[config.mk]
export PLATFORM = sky130hd
export DESIGN_NAME = disp_scheduler_flat
export DESIGN_NICKNAME = d
export VERILOG_FILES = /design/src/rtl/disp_if.sv /design/src/rtl/disp_scheduler.sv /design/src/flat_wrapper.sv
export SDC_FILE = /design/constraint.sdc
export NUM_CORES = 1
export LEC_CHECK = 0
export BUFFER_PORTS_ARGS = -buffer_cell sky130_fd_sc_hd__buf_2
export CORE_MARGIN = 2
export CORE_UTILIZATION = 35
export CTS_BUF_LIST = sky130_fd_sc_hd__clkbuf_2 sky130_fd_sc_hd__clkbuf_4 sky130_fd_sc_hd__clkbuf_8
export CTS_CLUSTER_DIAMETER = 40
export DETAILED_ROUTE_END_ITERATION = 10
export RECOVER_POWER = 25
export SLEW_MARGIN = 20
export SYNTH_ARGS = -nofsm -noshare
export SYNTH_HDL_FRONTEND = slang
export SYNTH_SLANG_ARGS = --single-unit
[constraint.sdc]
create_clock -name clk -period 2.13 [get_ports clk]
set_input_delay 0.1065 -clock clk [delete_from_list [all_inputs] [get_ports clk]]
set_output_delay 0.1065 -clock clk [all_outputs]
set_load 0.005 [all_outputs]
[src/rtl/disp_if.sv]
// disp_if: back-buffer write/commit handshake between a host (master) and disp_scheduler (slave).
//   wr_valid  host -> sched  character write request
//   wr_addr   host -> sched  digit index 0..11 (12..15 accepted and discarded)
//   wr_data   host -> sched  14-segment pattern
//   wr_commit host -> sched  request back-to-front swap at the next frame end
//   wr_ready  sched -> host  write/commit accepted this cycle when high
interface disp_if;
    logic        wr_valid;
    logic        wr_ready;
    logic [3:0]  wr_addr;
    logic [13:0] wr_data;
    logic        wr_commit;
    modport master (output wr_valid, wr_addr, wr_data, wr_commit, input wr_ready);
    modport slave  (input wr_valid, wr_addr, wr_data, wr_commit, output wr_ready);
endinterface

[src/rtl/disp_scheduler.sv]
// disp_scheduler: double-buffered 12-digit 14-segment multiplexed display scanner.
//   clk, rst_n  clock and asynchronous active-low reset
//   bus         disp_if.slave write/commit port
//   blank       forces sel/segm dark from the next cycle; scanning continues
//   sel         one-hot digit select (registered)
//   segm        segment pattern for the selected digit (registered)
//   frame_tick  one-cycle pulse in the last cycle of each 12-digit frame
//   scroll_en   only with DISP_SCROLL_EN: advance the display offset every frame
// Macro DISP_SCROLL_EN enables the rotating offset; undefined means offset fixed at 0.
module disp_scheduler #(
    parameter int DIV = 16
) (
    input  logic        clk,
    input  logic        rst_n,
    disp_if.slave       bus,
    input  logic        blank,
    output logic [11:0] sel,
    output logic [13:0] segm,
    output logic        frame_tick
`ifdef DISP_SCROLL_EN
    ,
    input  logic        scroll_en
`endif
);
    typedef enum logic {RUN, PEND} state_t;
    state_t      state_q, state_d;
    logic [15:0] pre;
    logic [3:0]  digit, offset, ofs_d, idx;
    logic [4:0]  sum;
    logic        rdy_q, pre_last, wr_acc, swap;
    logic [13:0] front [12];
    logic [13:0] back  [12];

    assign pre_last     = pre == 16'(DIV - 1);
    assign frame_tick   = pre_last && digit == 4'd11;
    // rdy_q keeps wr_ready low until the first edge after reset release
    assign bus.wr_ready = rdy_q && state_q == RUN;
    assign wr_acc       = bus.wr_valid && bus.wr_ready;
    assign swap         = state_q == PEND && frame_tick;
    assign sum          = {1'b0, digit} + {1'b0, offset};
    assign idx          = sum >= 5'd12 ? 4'(sum - 5'd12) : sum[3:0];

    always_comb begin
        state_d = state_q;
        ofs_d   = offset;
        if (state_q == RUN)
            state_d = (bus.wr_commit && bus.wr_ready) ? PEND : RUN;
        else
            state_d = frame_tick ? RUN : PEND;
`ifdef DISP_SCROLL_EN
        if (frame_tick && scroll_en)
            ofs_d = offset == 4'd11 ? 4'd0 : offset + 4'd1;
`else
        ofs_d = 4'd0;
`endif
    end

    always_ff @(posedge clk or negedge rst_n) begin
        if (!rst_n) begin
            state_q <= RUN;
            pre     <= '0;
            digit   <= '0;
            offset  <= '0;
            rdy_q   <= 1'b0;
            sel     <= '0;
            segm    <= '0;
            for (int i = 0; i < 12; i++) begin
                front[i] <= '0;
                back[i]  <= '0;
            end
        end else begin
            state_q <= state_d;
            offset  <= ofs_d;
            rdy_q   <= 1'b1;
            pre     <= pre_last ? '0 : pre + 16'd1;
            if (pre_last)
                digit <= digit == 4'd11 ? 4'd0 : digit + 4'd1;
            sel  <= blank ? '0 : 12'(1) << digit;
            segm <= blank ? '0 : front[idx];
            // writes only happen in RUN and swaps only in PEND, so they never collide
            if (wr_acc && bus.wr_addr <= 4'd11)
                back[bus.wr_addr] <= bus.wr_data;
            // swap lands on the frame boundary, so digit 0 of the next frame sees the new front
            if (swap)
                front <= back;
        end
    end
endmodule

[src/flat_wrapper.sv]
// flat-port wrapper written by rule: the top's interface ports become plain ports
module disp_scheduler_flat 
#(
    parameter int DIV = 16
)
  (clk, rst_n, blank, sel, segm, frame_tick, bus_wr_valid, bus_wr_addr, bus_wr_data, bus_wr_commit, bus_wr_ready);
  disp_if bus_i ();
  input  logic clk;
  input  logic rst_n;
  input  logic blank;
  output logic [11:0] sel;
  output logic [13:0] segm;
  output logic frame_tick;
  input wire logic [$bits(bus_i.wr_valid)-1:0] bus_wr_valid;
  input wire logic [$bits(bus_i.wr_addr)-1:0] bus_wr_addr;
  input wire logic [$bits(bus_i.wr_data)-1:0] bus_wr_data;
  input wire logic [$bits(bus_i.wr_commit)-1:0] bus_wr_commit;
  output wire logic [$bits(bus_i.wr_ready)-1:0] bus_wr_ready;
  assign bus_i.wr_valid = bus_wr_valid;
  assign bus_i.wr_addr = bus_wr_addr;
  assign bus_i.wr_data = bus_wr_data;
  assign bus_i.wr_commit = bus_wr_commit;
  assign bus_wr_ready = bus_i.wr_ready;
  disp_scheduler #(.DIV(DIV)) u_core (.clk(clk), .rst_n(rst_n), .bus(bus_i), .blank(blank), .sel(sel), .segm(segm), .frame_tick(frame_tick));
endmodule
=== Yosys cells after proc, flatten, opt, wreduce, memory -nomap -nowiden ===
Index checks and enable logic that the tools add are counted.

* Register bits: 384
* Latch bits: 0
* RAM bits: 0
* Bits in read-only memories: 0
* Input bits: 23
* Output and inout bits: 28
* Word-level logic and storage cells: 65
* Memories: 0

* Add/subtract/negate cells: 3
* $mul: 0
* Divide/modulo/power cells: 0
* Order comparisons: 5
* Equality and inequality tests: 2
* Shifts and indexed selects: 1
* Muxes and demuxes: 14
* Bitwise logic cells: 3
* Reduce and logical (&&, ||, !) cells: 7

{| class="wikitable"
|+ Operator list
! cell !! count
|-
| 168-bit bitwise mux || 1
|-
| 14-bit binary-select mux with 4-bit select || 1
|-
| 14-bit demux with 4-bit select || 1
|-
| 14-bit two-way mux || 4
|-
| 16-bit by 1-bit adder with 16-bit output, second input constant || 1
|-
| 16-bit by 4-bit equality test with 1-bit output, second input constant || 1
|-
| 16-bit two-way mux || 1
|-
| 12-bit two-way mux || 1
|-
| 1-bit by 4-bit << shifter with 12-bit output, first input constant || 1
|-
| 5-bit >= comparator, second input constant || 2
|-
| 4-bit NOT with 5-bit output || 2
|-
| 4-bit two-way mux || 2
|-
| 1-bit logical AND || 7
|-
| 5-bit by 1-bit less-than comparator with 1-bit output, second input constant || 1
|-
| 4-bit by 1-bit adder with 4-bit output, second input constant || 1
|-
| 4-bit equality test, second input constant || 1
|-
| 4-bit >= comparator, second input constant || 1
|-
| 4-bit <= comparator, second input constant || 1
|-
| 4-bit subtractor, second input constant || 1
|-
| 1-bit two-way mux || 3
|-
| 1-bit NOT || 1
|}

=== Depth between registers and ports, before layout ===
* Word-level depth: 7
* Mapped depth: 8
* Gate-level depth less buffers: 5

=== Worst setup path before layout ===
OpenSTA, ideal clock, no wires.

* Path type: register -> register
* Start point: register u_core.pre[0]
* End point: register u_core.front[10] in the netlist's numbering
* Setup time: 0.128 ns
* Arrival time: 1.863 ns
* Data required time: 2.002 ns
* Setup slack: 0.139 ns
* Stages on the path, launching flop included: 9
* Path buffers: 3
* Clock period less this slack: 1.991 ns
* Cells stage by stage: dfrtp_1 -> ha_1 -> and3_1 -> clkbuf_1 -> nand4_1 -> nor2_2 -> buf_4 -> buf_4 -> mux2_1

* Cells in the longest elaborated chain, start to end: 3

{| class="wikitable"
|+ RTL lines
! item !! RTL line !! source
|-
| start, declared || disp_scheduler.sv:27 || <nowiki>logic [15:0] pre;</nowiki>
|-
| start signal, assigned || disp_scheduler.sv:75 || <nowiki>pre <= pre_last ? '0 : pre + 16'd1;</nowiki>
|-
| 16-bit by 4-bit equality test with 1-bit output || disp_scheduler.sv:34 || <nowiki>assign pre_last = pre == 16'(DIV - 1);</nowiki>
|-
| 1-bit logical AND || disp_scheduler.sv:35 || <nowiki>assign frame_tick = pre_last && digit == 4'd11;</nowiki>
|-
| 1-bit logical AND || disp_scheduler.sv:39 || <nowiki>assign swap = state_q == PEND && frame_tick;</nowiki>
|-
| end signal, assigned || disp_scheduler.sv:85 || <nowiki>front <= back;</nowiki>
|-
| end, declared || disp_scheduler.sv:31 || <nowiki>logic [13:0] front [12];</nowiki>
|}

No other way between the ends.
A chain may end at the register's enable or synchronous reset.

=== Final worst setup path ===
* Start point: register u_core.pre[12]
* End point: register u_core.front[24] in the netlist's numbering

The elaborated chain is that of the path after synthesis.

==> impl_metrics.xml <==
<?xml version="1.0" encoding="UTF-8"?>
<metrics>
  <group name="status">
    <metric name="run_status" unit="">finished, final reports clean</metric>
  </group>
  <group name="sta">
    <metric name="grt_setup_unrepaired" unit="">true</metric>
    <metric name="slew_worst_pin" unit="ns">1.21</metric>
    <metric name="max_freq" unit="GHz">0.474</metric>
    <metric name="timing.max_slew.rel_slack" unit="%">19.4</metric>
    <metric name="timing.final.setup_violations" unit="">0</metric>
    <metric name="post-route-min-period" unit="ns">2.11</metric>
    <metric name="finalMaxSlewViolations" unit="">0</metric>
    <metric name="layout_worst_path_cycle_share" unit="%">99.0</metric>
    <metric name="fin_skew" unit="ns">0.0279</metric>
    <metric name="hold_viol_final" unit="">0</metric>
    <metric name="final.setup.worst_slack" unit="ns">0.0203</metric>
  </group>
  <group name="clock_network">
    <metric name="clock_path_buffers" unit="">3</metric>
    <metric name="htree_levels" unit="">2</metric>
    <metric name="clkTransAtPathRegs" unit="ns">0.06</metric>
    <metric name="tritoncts_num_sinks" unit="">384</metric>
    <metric name="cts_buffers" unit="">60</metric>
    <metric name="tritoncts" unit="">done</metric>
    <metric name="clock_insertion_delay_worst_skew" unit="ns">0.63</metric>
    <metric name="ctsRootBufferMaster" unit="">clkbuf_8</metric>
  </group>
  <group name="synth">
    <metric name="synth.avg_cell_area" unit="um^2">15.9</metric>
    <metric name="ys_async_sr_fraction" unit="%">100</metric>
    <metric name="synth.cell_area" unit="um^2">15600</metric>
    <metric name="synth.top_cells.by_area" unit="">dfrtp_1, mux2_2, mux2_1</metric>
    <metric name="yosys_warnings" unit="">0</metric>
    <metric name="synth.top_cell.area_share" unit="%">61.5</metric>
    <metric name="yosysTopAreaCell" unit="">dfrtp_1</metric>
    <metric name="netlist_top_cells_count" unit="">dfrtp_1, mux2_2, mux2_1</metric>
    <metric name="postSynthCellCount" unit="">984</metric>
    <metric name="synthFlopType" unit="">dfrtp_1</metric>
    <metric name="seq_area_frac_synth" unit="%">61.5</metric>
    <metric name="synth.lib_cells_used.distinct" unit="">37</metric>
    <metric name="synth_enable_flop_cells" unit="">0</metric>
    <metric name="yosysMostFrequentCell" unit="">dfrtp_1</metric>
    <metric name="yosys_register_bits" unit="">384</metric>
    <metric name="synth_fp_nets" unit="">1014</metric>
  </group>
  <group name="detailed_routing">
    <metric name="drt_pass1_iterations" unit="">4</metric>
    <metric name="antenna_violating_nets_post_route" unit="">0</metric>
    <metric name="routed_via_density" unit="">4.92</metric>
    <metric name="drc" unit="">0</metric>
    <metric name="drt_first_iter_violations" unit="">513</metric>
    <metric name="routed_wire_length_per_instance" unit="um">19.5</metric>
    <metric name="wl" unit="um">34200</metric>
    <metric name="via_count" unit="">8661</metric>
  </group>
  <group name="power">
    <metric name="share_seq_of_total_power" unit="%">51.0</metric>
    <metric name="power.ir.vdd_worst" unit="uV">494</metric>
    <metric name="p_per_area" unit="nW/um^2">781</metric>
    <metric name="cell_internal_pwr" unit="uW">11400</metric>
    <metric name="net_sw_share" unit="%">21.7</metric>
    <metric name="p_sw" unit="uW">3150</metric>
    <metric name="p_leak" unit="uW">0.00952</metric>
    <metric name="clockPowerShare" unit="%">46.5</metric>
    <metric name="power_frac_comb" unit="%">2.6</metric>
  </group>
  <group name="layout">
    <metric name="layout.nets" unit="">1148</metric>
    <metric name="fill_cells" unit="">4095</metric>
    <metric name="area_delta_synth_final" unit="%">19.5</metric>
    <metric name="utilization" unit="%">42.3</metric>
    <metric name="stdcell_count" unit="">1760</metric>
    <metric name="finish.instance_area" unit="um^2">18700</metric>
    <metric name="drive_above_1_share" unit="%">42.9</metric>
  </group>
  <group name="placed_design">
    <metric name="dpl-instance-area" unit="um^2">17100</metric>
    <metric name="gpl.final_weighted_congestion" unit="">0.726</metric>
    <metric name="pre_cts_slack" unit="ns">-0.0453</metric>
    <metric name="portBuffers" unit="">50</metric>
    <metric name="post-dp-hpwl" unit="um">19800</metric>
    <metric name="numPlacedInstances" unit="">1624</metric>
  </group>
  <group name="setup_path">
    <metric name="r2r_end" unit="">u_core.front[24]</metric>
    <metric name="critical_path.slowest_cell" unit="">dfrtp_1</metric>
    <metric name="worstPathRequired" unit="ns">2.62</metric>
    <metric name="worst_setup_path_start_kind" unit="">flip-flop</metric>
    <metric name="critical-path-max-stage-delay" unit="ns">0.40</metric>
    <metric name="crit_path_start" unit="">u_core.pre[12]</metric>
    <metric name="crit_path_end_kind" unit="">flip-flop</metric>
    <metric name="cells_traversed_along_the_worst_timing_path" unit="">nor4_1, nand4_1, nor2_4, buf_12, buf_16, mux2_1</metric>
    <metric name="path_buf_inv" unit="">2</metric>
    <metric name="cp_data_arrival_time" unit="ns">2.60</metric>
    <metric name="timing.rr.start" unit="">u_core.pre[12]</metric>
    <metric name="cp_top_family" unit="">simple AND/OR/NAND/NOR gates</metric>
    <metric name="path_max_fanout" unit="">26</metric>
    <metric name="critPathKind" unit="">flip-flop to flip-flop</metric>
    <metric name="r2r.worst_path.cells" unit="">6</metric>
    <metric name="r2r_setup_slack" unit="ns">0.02</metric>
  </group>
  <group name="floorplan">
    <metric name="ios" unit="">51</metric>
    <metric name="initial_utilization" unit="%">35.4</metric>
    <metric name="die_h" unit="um">215</metric>
    <metric name="die_w" unit="um">215</metric>
    <metric name="fp.dieArea" unit="um^2">46300</metric>
    <metric name="row_count" unit="">77</metric>
    <metric name="design.core.area" unit="um^2">44100</metric>
  </group>
  <group name="job">
    <metric name="cap_viol_max_count" unit="">0</metric>
  </group>
  <group name="global_route">
    <metric name="global_route_wire_length_before_repair" unit="um">54600</metric>
    <metric name="grt_antenna_before_repair" unit="">2</metric>
    <metric name="global_route.usage.total" unit="%">15.2</metric>
    <metric name="gr-total-overflow" unit="">0</metric>
    <metric name="grt_start_max_net_pins" unit="">75</metric>
    <metric name="via_count_of_the_first_global_routing_pass" unit="">9126</metric>
  </group>
  <group name="worst_hold_path">
    <metric name="timing.hold.worst_endpoint" unit="">u_core.back[113]</metric>
    <metric name="timing.hold.worst.start" unit="">bus_wr_addr[0]</metric>
    <metric name="hold_path_depth" unit="">4</metric>
    <metric name="hold_path.class" unit="">primary input to flip-flop</metric>
  </group>
</metrics>
-- layout make-up --
type / instances / area [um^2] / share of cell area, %
diodes: 4 / 10.0 / 0.0537
clock buffers: 100 / 1280 / 6.87
clock inverters: 8 / 71.3 / 0.382
inverters: 5 / 18.8 / 0.101
multi-input cells: 531 / 5750 / 30.8
flip-flops and latches: 384 / 9610 / 51.5
well taps: 592 / 741 / 3.97
repair buffers: 136 / 1170 / 6.29
-- what timing repair did --
item | 4_1_cts | 5_1_grt
endpoints found under the setup margin | 138 | 172
hold buffers | 19 | 0
gates cloned | 0 | 0
hold endpoints to repair | 477 | 0
pin swaps | 1 | 1
gates resized for setup | 4 | 8
setup buffers | 4 | 1
-- worst max-delay path by stage --
| stage | cells after the start | slack, ns | endpoint |
|---|---|---|---|
| 6_report | 6 | 0.02 | u_core.front[24] |
| 5_1_grt | 7 | -0.1 | u_core.front[99] |
| 4_1_cts | 6 | 0.02 | frame_tick |
| 3_5_place_dp | 7 | -0.05 | u_core.front[24] |
| 3_3_place_gp | 7 | 0.0009 | u_core.front[150] |
| 2_1_floorplan | 8 | 0.14 | u_core.front[10] |
-- cells by family after synthesis --
logic type / share of synthesized area [%]
AOI/OAI and AO/OA: 1.34
xor gates and xnor gates: 0.785
adders and majority gates: 0.561
buffers and inverters: 2.10
DFF: 61.5
muxes: 30.4
other: 0.0240
and+or+nand+nor: 3.29
-- cell usage in the layout (no fill, tap or decap), drive strengths merged, types with 5 or more instances in the layout --
cell and instances:
xnor2 7, dfrtp 384, dlygate4sd3 18, nor2 16
nor3 5, nand2 30, xor2 7, clkbuf 105
mux4 42, and2 6, o21ai 15, nor2b 8
buf 113, ha 7, inv 6, clkinv 5
a22oi 14, nand3 8, mux2 337
-- metrics by stage --
step / setup TNS [ns] / total power (uW) / hold WS [ns]
after floorplan: 0 / 7660 / -0.189
after global placement: 0 / 7910 / 0.0338
after detailed placement: -2.09 / 7930 / 0.0362
after CTS: 0 / 14800 / 0.0633
after global routing: -11.17 / 15200 / 0.101
final: 0 / 14600 / 0.102
-- layer usage --
| layer | track usage, % | vias to the layer above | routed length (um) |
|---|---|---|---|
| li1 | - | 3832 | - |
| met1 | 21.6 | 4620 | 16300 |
| met2 | 23.8 | 150 | 15800 |
| met3 | 3.13 | 59 | 1530 |
| met4 | 4.39 | 0 | 655 |
| met5 | 0 | - | 0 |
-- power groups by stage --
stage,logic (uW),registers (uW),clock network [uW]
after global routing,427,7430,7340
after floorplan,113,7540,0
after CTS,406,7420,6970
after detailed placement,370,7560,0
after global placement,360,7550,0
final,373,7420,6760
-- flip-flops by register name, indices dropped and copies added (netlist names) --
signal / flops
u_core.back: 168
u_core.digit: 4
u_core.front: 168
u_core.pre: 16
u_core.rdy_q: 1
u_core.segm: 14
u_core.sel: 12
u_core.state_q: 1
-- tightest hold or removal path: cells and delay by family --
kind | cells | cell delay [ns]
muxes | 1 | 0.22
buffers and inverters | 1 | 0.15
and+or+nand+nor | 2 | 0.21
(Power assumes the default switching activity.)
